<file path="config.mk">
export PLATFORM = sky130hd
export DESIGN_NAME = mem_bridge_flat
export DESIGN_NICKNAME = d
export VERILOG_FILES = /design/src/rtl/mem_bridge_pkg.sv /design/src/rtl/mem_bridge_if.sv /design/src/rtl/mem_bridge_kbd_fifo.sv /design/src/rtl/mem_bridge.sv /design/src/flat_wrapper.sv
export SDC_FILE = /design/constraint.sdc
export NUM_CORES = 1
export LEC_CHECK = 0
export ABC_AREA = 1
export CORE_AREA = 3 3 103 144
export CTS_CLUSTER_DIAMETER = 30
export DETAILED_ROUTE_END_ITERATION = 8
export DIE_AREA = 0 0 106 147
export PLACE_DENSITY = 0.8
export SYNTH_ARGS = -nofsm -noshare
export SYNTH_HDL_FRONTEND = slang
export SYNTH_SLANG_ARGS = --single-unit
</file>
<file path="constraint.sdc">
create_clock -name clk -period 2.09 [get_ports clk]
set_input_delay 0.418 -clock clk [delete_from_list [all_inputs] [get_ports clk]]
set_output_delay 0.418 -clock clk [all_outputs]
set_load 0.01 [all_outputs]
</file>
<file path="src/rtl/mem_bridge_pkg.sv">
`default_nettype none
// ============================================================================
//  Module      : mem_bridge_pkg
//  Description : Shared constants and types for the CPU data-side bus bridge:
//                region decode values, peripheral register indices, the
//                read-data select encoding and the keyboard status packer.
//  Revision    : 1.0 - initial release
// ============================================================================
package mem_bridge_pkg;

    // Address regions
    localparam logic [3:0]  RAM_REGION  = 4'h0;
    localparam logic [31:0] PERIPH_BASE = 32'hF000_0000;

    // Peripheral register indices (mem_addr[3:2])
    localparam logic [1:0] KBD_DATA   = 2'd0;
    localparam logic [1:0] KBD_STATUS = 2'd1;
    localparam logic [1:0] LED        = 2'd2;
    localparam logic [1:0] CYCLE      = 2'd3;

    // Source of the registered load result
    typedef enum logic [1:0] {
        SEL_ZERO   = 2'd0,
        SEL_RAM    = 2'd1,
        SEL_PERIPH = 2'd2
    } rd_sel_t;

    // Keyboard status word: {count[3:0], 0, ovf, full, nonempty}
    function automatic logic [31:0] kbd_status_word(
        input logic [3:0] count,
        input logic       ovf,
        input logic       full,
        input logic       nonempty
    );
        return {24'h0, count, 1'b0, ovf, full, nonempty};
    endfunction

endpackage
`default_nettype wire

</file>
<file path="src/rtl/mem_bridge_if.sv">
`default_nettype none
// ============================================================================
//  Module      : mem_bridge_if
//  Description : Single-cycle CPU data memory port. The CPU drives address,
//                store data and one-cycle load/store strobes; the bridge
//                returns registered load data.
//  Revision    : 1.0 - initial release
// ============================================================================
interface mem_bridge_if;

    logic [31:0] mem_addr;
    logic [31:0] mem_write_data;
    logic        wren;
    logic        rden;
    logic [31:0] mem_read_data;

    modport master (
        output mem_addr,
        output mem_write_data,
        output wren,
        output rden,
        input  mem_read_data
    );

    modport slave (
        input  mem_addr,
        input  mem_write_data,
        input  wren,
        input  rden,
        output mem_read_data
    );

endinterface
`default_nettype wire

</file>
<file path="src/rtl/mem_bridge_kbd_fifo.sv">
`default_nettype none
// ============================================================================
//  Module      : kbd_fifo
//  Description : Keyboard scan-code FIFO with sticky overflow flag. A push
//                into a full FIFO is dropped unless a pop happens in the same
//                cycle; a pop of an empty FIFO is ignored.
//  Revision    : 1.0 - initial release
// ============================================================================
module kbd_fifo #(
    parameter int FIFO_DEPTH = 8
) (
    input  wire logic       clk,
    input  wire logic       rst,
    input  wire logic       push,
    input  wire logic [7:0] din,
    input  wire logic       pop,
    input  wire logic       ovf_clr,
    output logic [7:0]      dout,
    output logic [4:0]      count,
    output logic            full,
    output logic            nonempty,
    output logic            ovf
);

    localparam int PW = $clog2(FIFO_DEPTH);
    localparam int CW = PW + 1;

    logic [7:0]    r_mem [FIFO_DEPTH];
    logic [PW-1:0] r_wr_ptr;
    logic [PW-1:0] r_rd_ptr;
    logic [CW-1:0] r_count;
    logic          r_ovf;

    logic w_full;
    logic w_nonempty;
    logic w_pop_ok;
    logic w_push_ok;
    logic w_drop;

    assign w_full     = (r_count == CW'(FIFO_DEPTH));
    assign w_nonempty = (r_count != '0);
    assign w_pop_ok   = pop & w_nonempty;
    // A pop in the same cycle frees the slot, so a full FIFO still accepts.
    assign w_push_ok  = push & (~w_full | w_pop_ok);
    assign w_drop     = push & w_full & ~w_pop_ok;

    // Storage array; contents are only meaningful between the pointers.
    always_ff @(posedge clk) begin
        if (w_push_ok) begin
            r_mem[r_wr_ptr] <= din;
        end
    end

    // Pointers and occupancy; power-of-2 depth makes the pointers wrap naturally.
    always_ff @(posedge clk) begin
        if (rst) begin
            r_wr_ptr <= '0;
            r_rd_ptr <= '0;
            r_count  <= '0;
        end else begin
            if (w_push_ok) begin
                r_wr_ptr <= r_wr_ptr + PW'(1);
            end
            if (w_pop_ok) begin
                r_rd_ptr <= r_rd_ptr + PW'(1);
            end
            case ({w_push_ok, w_pop_ok})
                2'b10:   r_count <= r_count + CW'(1);
                2'b01:   r_count <= r_count - CW'(1);
                default: r_count <= r_count;
            endcase
        end
    end

    // Sticky overflow; a drop in the same cycle as a clear keeps it set.
    always_ff @(posedge clk) begin
        if (rst) begin
            r_ovf <= 1'b0;
        end else begin
            r_ovf <= w_drop | (r_ovf & ~ovf_clr);
        end
    end

    assign dout     = r_mem[r_rd_ptr];
    assign count    = 5'(r_count);
    assign full     = w_full;
    assign nonempty = w_nonempty;
    assign ovf      = r_ovf;

endmodule
`default_nettype wire

</file>
<file path="src/rtl/mem_bridge.sv">
`default_nettype none
// ============================================================================
//  Module      : mem_bridge
//  Description : CPU data-side bridge. Decodes the CPU address into the word
//                RAM, the peripheral block (keyboard FIFO data/status, LED
//                register, cycle counter) or unmapped space, and returns a
//                registered load result one cycle after the load strobe.
//                Optional feature macro: MEM_BRIDGE_CYCLE_CNT_EN enables the
//                32-bit cycle counter behind the CYCLE register.
//  Revision    : 1.0 - initial release
// ============================================================================
module mem_bridge
    import mem_bridge_pkg::*;
#(
    parameter int FIFO_DEPTH = 8,
    parameter int RAM_AW     = 12
) (
    input  wire logic              clk,
    input  wire logic              rst,
    mem_bridge_if.slave            cpu,
    output logic [RAM_AW-1:0]      ram_addr,
    output logic [31:0]            ram_wdata,
    output logic                   ram_we,
    input  wire logic [31:0]       ram_rdata,
    input  wire logic              kbd_valid,
    input  wire logic [7:0]        kbd_code,
    output logic [15:0]            led,
    output logic                   bus_err
);

    // ------------------------------------------------------------------
    // Address decode
    // ------------------------------------------------------------------
    logic       w_ram_sel;
    logic       w_periph_sel;
    logic       w_unmapped;
    logic [1:0] w_reg_idx;
    logic       w_wr;
    logic       w_rd;

    assign w_ram_sel    = (cpu.mem_addr[31:28] == RAM_REGION);
    assign w_periph_sel = (cpu.mem_addr[31:4] == PERIPH_BASE[31:4]);
    assign w_unmapped   = ~w_ram_sel & ~w_periph_sel;
    assign w_reg_idx    = cpu.mem_addr[3:2];

    // Strobes seen during reset are discarded.
    assign w_wr = cpu.wren & ~rst;
    assign w_rd = cpu.rden & ~rst;

    // ------------------------------------------------------------------
    // RAM pass-through
    // ------------------------------------------------------------------
    assign ram_addr  = cpu.mem_addr[RAM_AW+1:2];
    assign ram_wdata = cpu.mem_write_data;
    assign ram_we    = w_wr & w_ram_sel;

    // ------------------------------------------------------------------
    // Keyboard FIFO
    // ------------------------------------------------------------------
    logic       w_kbd_push;
    logic       w_kbd_pop;
    logic       w_ovf_clr;
    logic [7:0] w_kbd_dout;
    logic [4:0] w_kbd_count;
    logic       w_kbd_full;
    logic       w_kbd_nonempty;
    logic       w_kbd_ovf;

    assign w_kbd_push = kbd_valid & ~rst;
    assign w_kbd_pop  = w_rd & w_periph_sel & (w_reg_idx == KBD_DATA);
    assign w_ovf_clr  = w_wr & w_periph_sel & (w_reg_idx == KBD_STATUS)
                        & cpu.mem_write_data[2];

    kbd_fifo #(
        .FIFO_DEPTH (FIFO_DEPTH)
    ) u_kbd_fifo (
        .clk      (clk),
        .rst      (rst),
        .push     (w_kbd_push),
        .din      (kbd_code),
        .pop      (w_kbd_pop),
        .ovf_clr  (w_ovf_clr),
        .dout     (w_kbd_dout),
        .count    (w_kbd_count),
        .full     (w_kbd_full),
        .nonempty (w_kbd_nonempty),
        .ovf      (w_kbd_ovf)
    );

    // ------------------------------------------------------------------
    // LED register
    // ------------------------------------------------------------------
    logic [15:0] r_led;
    logic        w_led_wr;

    assign w_led_wr = w_wr & w_periph_sel & (w_reg_idx == LED);

    // LED register holds the low half of the last store to it.
    always_ff @(posedge clk) begin
        if (rst) begin
            r_led <= '0;
        end else if (w_led_wr) begin
            r_led <= cpu.mem_write_data[15:0];
        end
    end

    assign led = r_led;

    // ------------------------------------------------------------------
    // Cycle counter
    // ------------------------------------------------------------------
    logic [31:0] w_cycle_val;

`ifdef MEM_BRIDGE_CYCLE_CNT_EN
    logic [31:0] r_cycle;
    logic        w_cycle_wr;

    assign w_cycle_wr = w_wr & w_periph_sel & (w_reg_idx == CYCLE);

    // Free-running counter; a write restarts it with the write cycle counted as 0.
    always_ff @(posedge clk) begin
        if (rst) begin
            r_cycle <= '0;
        end else if (w_cycle_wr) begin
            r_cycle <= 32'd1;
        end else begin
            r_cycle <= r_cycle + 32'd1;
        end
    end

    assign w_cycle_val = r_cycle;
`else
    assign w_cycle_val = '0;
`endif

    // ------------------------------------------------------------------
    // Peripheral read data (pre-update values of this cycle)
    // ------------------------------------------------------------------
    logic [31:0] w_periph_rdata;

    // Select the addressed peripheral register for a load.
    always_comb begin
        w_periph_rdata = '0;
        case (w_reg_idx)
            KBD_DATA:   w_periph_rdata = w_kbd_nonempty ? {24'h0, w_kbd_dout} : 32'h0;
            KBD_STATUS: w_periph_rdata = kbd_status_word(w_kbd_count[3:0], w_kbd_ovf,
                                                         w_kbd_full, w_kbd_nonempty);
            LED:        w_periph_rdata = {16'h0, r_led};
            CYCLE:      w_periph_rdata = w_cycle_val;
            default:    w_periph_rdata = '0;
        endcase
    end

    // ------------------------------------------------------------------
    // Registered load path and bus error
    // ------------------------------------------------------------------
    rd_sel_t     r_rd_sel;
    logic [31:0] r_rd_data;
    logic        r_bus_err;

    // Capture the load source on the rden edge; RAM data arrives live next cycle.
    always_ff @(posedge clk) begin
        if (rst) begin
            r_rd_sel  <= SEL_ZERO;
            r_rd_data <= '0;
        end else if (w_rd) begin
            if (w_ram_sel) begin
                r_rd_sel <= SEL_RAM;
            end else if (w_periph_sel) begin
                r_rd_sel  <= SEL_PERIPH;
                r_rd_data <= w_periph_rdata;
            end else begin
                r_rd_sel <= SEL_ZERO;
            end
        end
    end

    // One-cycle error pulse after any strobe into unmapped space.
    always_ff @(posedge clk) begin
        if (rst) begin
            r_bus_err <= 1'b0;
        end else begin
            r_bus_err <= (cpu.wren | cpu.rden) & w_unmapped;
        end
    end

    logic [31:0] w_rd_mux;

    // Final load-result mux.
    always_comb begin
        w_rd_mux = '0;
        case (r_rd_sel)
            SEL_RAM:    w_rd_mux = ram_rdata;
            SEL_PERIPH: w_rd_mux = r_rd_data;
            default:    w_rd_mux = '0;
        endcase
    end

    assign cpu.mem_read_data = w_rd_mux;
    assign bus_err           = r_bus_err;

    // Byte-offset bits and the count MSB have no function here.
    logic w_unused_bits;
    assign w_unused_bits = ^{cpu.mem_addr[1:0], w_kbd_count[4]};

endmodule
`default_nettype wire

</file>
<file path="src/flat_wrapper.sv">
// flat-port wrapper written by rule: the top's interface ports become plain ports
module mem_bridge_flat import mem_bridge_pkg::*;
#(
    parameter int FIFO_DEPTH = 8,
    parameter int RAM_AW     = 12
)
  (clk, rst, ram_addr, ram_wdata, ram_we, ram_rdata, kbd_valid, kbd_code, led, bus_err, cpu_mem_addr, cpu_mem_write_data, cpu_wren, cpu_rden, cpu_mem_read_data);
  mem_bridge_if cpu_i ();
  input  wire logic clk;
  input  wire logic rst;
  output logic [RAM_AW-1:0] ram_addr;
  output logic [31:0] ram_wdata;
  output logic ram_we;
  input  wire logic [31:0] ram_rdata;
  input  wire logic kbd_valid;
  input  wire logic [7:0] kbd_code;
  output logic [15:0] led;
  output logic bus_err;
  input wire logic [$bits(cpu_i.mem_addr)-1:0] cpu_mem_addr;
  input wire logic [$bits(cpu_i.mem_write_data)-1:0] cpu_mem_write_data;
  input wire logic [$bits(cpu_i.wren)-1:0] cpu_wren;
  input wire logic [$bits(cpu_i.rden)-1:0] cpu_rden;
  output wire logic [$bits(cpu_i.mem_read_data)-1:0] cpu_mem_read_data;
  assign cpu_i.mem_addr = cpu_mem_addr;
  assign cpu_i.mem_write_data = cpu_mem_write_data;
  assign cpu_i.wren = cpu_wren;
  assign cpu_i.rden = cpu_rden;
  assign cpu_mem_read_data = cpu_i.mem_read_data;
  mem_bridge #(.FIFO_DEPTH(FIFO_DEPTH), .RAM_AW(RAM_AW)) u_core (.clk(clk), .rst(rst), .cpu(cpu_i), .ram_addr(ram_addr), .ram_wdata(ram_wdata), .ram_we(ram_we), .ram_rdata(ram_rdata), .kbd_valid(kbd_valid), .kbd_code(kbd_code), .led(led), .bus_err(bus_err));
endmodule
</file>
* Word level (Yosys, flattened, before mapping)
Memories as Yosys holds them, arrays and structs flattened. A register that Yosys moved wholly into a read port is not among the register bits. Index checks and enable logic that the tools add are counted.
Storage, ports and cells: RAM bits 64, flip-flop bits (word level) 62, output and inout bits 94, word-level logic and storage cells 63, memories kept 1, input bits 109
Cells by class: eq/ne operators 9, bitwise gates (word level) 26, reductions and logical operators 5, add/subtract/negate cells 4, muxes and demuxes 10
Memory list:
- u_core.u_kbd_fifo.r_mem | words 8, width 8, read ports 1, clocked after memory_dff 1, wr ports 1, line mem_bridge_kbd_fifo.sv:28 | logic [7:0] r_mem [FIFO_DEPTH];
Operator list (count):
- case mux 32 bit (4 select lines) | 1
- case mux 32 bit (2 select lines) | 1
- == test 28 bit, second input constant | 1
- bitwise AND 1 bit | 17
- == test 2 bit, second input constant | 4
- 2-to-1 mux 8 bit | 1
- case mux 4 bit (2 select lines) | 1
- adder 3 x 1 -> 3 bit, second input constant | 2
- == test 2 x 1 -> 1 bit, second input constant | 3
- 2-to-1 mux 3 bit | 2
- inverter 1 bit | 6
- adder 4 x 1 -> 4 bit, second input constant | 1
- == test 4 bit, second input constant | 1
- zero test 4 bit | 1
- 2-to-1 mux 2 bit | 2
- nonzero test 4 bit | 1
- subtractor 4 x 1 -> 4 bit, second input constant | 1
- OR 1 bit | 3
- AND reduction 3 bit | 1
- zero test 2 bit | 1
- 2-to-1 mux 1 bit | 2
- nonzero test 2 bit | 1

* Logic depth before layout (Yosys ltp)
Gate-level depths: netlist of the first run.
depth after elaboration 9, gate-level depth with buffers 16, gate-level depth less buffers 16

* Hierarchy
A second synthesis of the first run with hierarchy kept.
Unflattened totals: cells, all modules 730, area total of the unflattened synthesis 5760.5 um^2
By module, submodules not included:
- kbd_fifo | sequential area each 2202.1 um^2, cells each 289, area an instance 3226.8 um^2, times used 1
- mem_bridge | sequential area each 700.7 um^2, cells each 441, area an instance 2533.7 um^2, times used 1

* Worst setup path before layout of the first run
Ideal clock, no wire load.
path type in2reg, start point input port rst, end point memory u_core.u_kbd_fifo.r_mem[5][0], enable pin, library setup time 370 ps, data arrival time 1768 ps, required time 1720 ps, path buffers 1, path slack -48 ps, cell stages on the path 10, cell sequence buf_6 -> nor2_4 -> inv_2 -> nor3_4 -> nand2_2 -> nand2_2 -> nand2_2 -> nor2_1 -> inv_1 -> nor2_1
Between the ends: cells in the longest elaborated chain, start to end 9, elaborated cells on any way between the ends 10, those cells by class 2 x mux; 8 x bitwise
Ends and longest elaborated chain:
- from (decl) | line flat_wrapper.sv:10 | input wire logic rst;
- inverter 1 bit * | line mem_bridge.sv:48, mem_bridge.sv:69
- bitwise AND 1 bit | line mem_bridge.sv:48 | assign w_rd = cpu.rden & ~rst;
- bitwise AND 1 bit (2 in series) | line mem_bridge.sv:70 | assign w_kbd_pop = w_rd & w_periph_sel & (w_reg_idx == KBD_DATA);
- bitwise AND 1 bit | line mem_bridge_kbd_fifo.sv:42 | assign w_pop_ok = pop & w_nonempty;
- OR 1 bit | line mem_bridge_kbd_fifo.sv:44 | assign w_push_ok = push & (~w_full | w_pop_ok);
- bitwise AND 1 bit * | line mem_bridge_kbd_fifo.sv:44
- 2-to-1 mux 1 bit * | line mem_bridge_kbd_fifo.sv:49 | if (w_push_ok) begin
- 2-to-1 mux 1 bit (not written as such) * | line mem_bridge_kbd_fifo.sv:50 | r_mem[r_wr_ptr] <= din;
- to (decl) | line mem_bridge_kbd_fifo.sv:28
Mark *: on every way between the ends. The rest lies on a longest branch, timed or not.

* Final worst setup path of the first run
start point input port cpu_mem_addr[2], end point output port ram_addr[0]
RTL lines:
- from (decl) | line flat_wrapper.sv:19 | input wire logic [$bits(cpu_i.mem_addr)-1:0] cpu_mem_addr;
- to (decl) | line flat_wrapper.sv:11 | output logic [RAM_AW-1:0] ram_addr;
No word-level cell between the ends.

==> results of run 1 <==
==> cell families (layout without fill, tap and decap cells) <==
| family | after synthesis | in the layout | synth area share |
|---|---|---|---|
| simple gates | 245 | 245 | 0.1877 |
| buf+inv | 149 | 343 | 0.1341 |
| compound gates | 142 | 142 | 0.1393 |
| flops | 113 | 113 | 0.5245 |
| fa+ha+maj | 5 | 5 | 0.01130 |
| xor+xnor | 2 | 2 | 0.003166 |
==> cells in the final DEF (no fill, tap or decap), types with 4 or more instances in the layout <==
master             n
clkbuf_8           4
o21ai_1           16
nor3_1            14
nor2_2             6
dlygate4sd2_1     16
inv_1             74
o21ai_0           44
nand2_2            7
nor2_1            89
o22ai_1            7
buf_6              5
dfxtp_1           46
o221ai_1           5
clkbuf_16         19
inv_2              4
ha_1               4
dlymetal6s2s_1     9
a21oi_1           54
edfxtp_1          64
o211ai_1           5
buf_4             54
clkbuf_1           6
buf_2             17
clkdlybuf4s50_1  126
nand3_1           14
buf_12             5
nand2_1          103
==> registers in the layout, summed over array words and instances (netlist names), named ones only <==
signal / count
u_core.u_kbd_fifo.r_mem: 64
u_core.led: 16
u_core.r_rd_data: 16
u_core.u_kbd_fifo.r_count: 4
u_core.u_kbd_fifo.r_rd_ptr: 3
u_core.u_kbd_fifo.r_wr_ptr: 3
u_core.r_rd_sel: 2
u_core.bus_err: 1
u_core.u_kbd_fifo.ovf: 1
==> stage by stage <==
step           instance area (um^2)  utilization  std cells
5_1_grt                        8137       0.6021       1032
3_3_place_gp                   7485       0.5539        992
2_1_floorplan                  5534            -        656
4_1_cts                        8016       0.5932       1026
6_report                       8137       0.6021       1032
3_5_place_dp                   7485       0.5539        992
==> worst max-delay path: cells and delay by family <==
family	cells	cell delay [ps]
buffers and inverters	3	1200
==> worst paths after layout <==
kind,startpoint,endpoint,slack [ps],cells after the start
setup / recovery,cpu_mem_addr[2],ram_addr[0],60,3
hold / removal,cpu_rden,u_core.r_rd_sel[0]$_SDFFE_PP0N_,400,3
setup reg to reg,u_core.u_kbd_fifo.r_count[1]$_SDFFE_PP0P_,u_core.u_kbd_fifo.r_mem[3][3]$_DFFE_PP_,150,11
hold reg to reg,u_core.r_rd_sel[1]$_SDFFE_PP0N_,u_core.r_rd_sel[1]$_SDFFE_PP0N_,480,2
==> area by class of cell <==
cell class | instances | area (um^2)
repair buffers | 233 | 2193
multi-input cells | 394 | 1947
well taps | 182 | 227.7
fillers | 1130 | 5376
flip-flops and latches | 113 | 2907
inverters | 78 | 292.8
clock buffers | 29 | 553.0
clock inverters | 3 | 16.27
==> what timing repair did <==
| action | 4_1_cts | 5_1_grt |
|---|---|---|
| setup buffers | 1 | 6 |
| endpoints found under the setup margin | 33 | 73 |
| hold endpoints to repair | 0 | 0 |
| gates cloned | 1 | 0 |
| pin swaps | 2 | 19 |
| gates resized for setup | 91 | 28 |
==> power groups by stage <==
stage / combinational (mW) / clock (mW) / sequential (mW)
after CTS: 0.586 / 2.74 / 2.39
after floorplan: 0.247 / 0 / 2.43
after global placement: 0.576 / 0 / 2.43
after detailed placement: 0.581 / 0 / 2.43
after global routing: 0.634 / 2.83 / 2.39
final: 0.591 / 2.71 / 2.39
==> routing by layer <==
layer / global-route usage / routed length, um
met1: 0.2225 / 6241
met2: 0.3822 / 8691
met3: 0.09846 / 2061
met4: 0.09592 / 520
met5: 0 / 0
==> metrics, run 1 <==
VDD IR max 591.9 uV; TNS Setup 0 ps; crit-path cells clkdlybuf4s50_1 -> buf_4 -> clkdlybuf4s50_1; fin crit share 0.9721; ratio of cells with drive above 1 in the final layout 0.1635; root buffer cell clkbuf_16; Final HPWL DP 12.91 mm; Commonest cells post-synth nand2_1, nor2_1, inv_1; die span in x 106 um; sequential share of power 0.420; most used cell, CP clkdlybuf4s50_1; Cell Pwr Density 699.2 nW/um^2; GRT Total Usage 0.2182; fin nets 951; worst-path maximum fanout 4; chip height 147 um; Sw Share 0.2126; most common cell in the netlist nand2_1; Clock Latency Late Sink 410 ps; syn_nets 770; diode count 0; top-area cell type share of the netlist area 0.3473; P_sw 1.209 mW; clock share of power 0.476; H-tree depth 4; grt total ovfl 0; Crit Path Class in -> out; vias per inst 4.982; drt pass-1 iters 5; final hold viol count 0; CTS sink count 113; WL per Instance 16.97 um; Antenna Nets Post-Route 0; CP max-delay cell clkdlybuf4s50_1; Startpoint Class input port; Area Growth Syn to Fin 47.03%; Starting Density 0.4095; I/O pin count 203; clock tree buffer depth 2; largest area contributor in the synthesized netlist edfxtp_1; Pint 4.480 mW; via count 5141; TritonCTS clock tree done; main flop type after synthesis edfxtp_1; Fin Clk Skew 10.98 ps; Slew Limit Fails 0; drt total wl 17.52 mm; initial antenna violation count 0; largest net degree at the start of global routing 33; run status completed; setup ws final 58.36 ps; Remaining DRCs 0; Num CTS Buffers 17; clock slew at reported path FFs 50 ps; Area contributors post-synth edfxtp_1, dfxtp_1, nand2_1, nor2_1, buf_4; fin crit period 2032 ps; Die Area 15580 um^2; CP Data Required Time 1670 ps; Max Cap Viol 0; vias in the first global route 4978; endpoints failing setup 0; overall power 5.689 mW; Synth Cell Area 5534 um^2; Critical Path End Type primary output; f_max 0.4922 GHz; max_slew headroom 0.7170; GP Congestion 0.8631; asr flop ratio synth 0; global-route wire length before repair 26.07 mm; core area 13510 um^2; #FFs+latches synth 113; post-synth cell types 34; Static Leak 3.500 nW; Setup WS pre-CTS -383.3 ps; synthesized instance count 656; Worst Hold Class in -> reg; Syn Area/Cell 8.436 um^2; Seq/Total Area, Yosys 0.5245; Max stage delay on crit path 540 ps; num rows 50; DR iter-0 viols 281; # port buffers 168; yosys synthesis warning count 0; worst slew pin tran 424.0 ps; Comb pwr share 0.104; worst hold slack 395.1 ps; # hold bufs at CTS 0; Post-synth EDFFs 64; WP data arrival 1610 ps
Power figures use the tool's default switching activity.
==> inputs of run 2 (changes only) <==
Settings changed: CAP_MARGIN from default to 20.
==> results of run 2 <==
Final layout, timing and power as in run 1 (identical DEF).
==> inputs of run 3 (changes only) <==
Settings changed: GPL_ROUTABILITY_DRIVEN from default to 0.
==> results of run 3 <==
Final layout, timing and power as in run 1 (identical DEF).
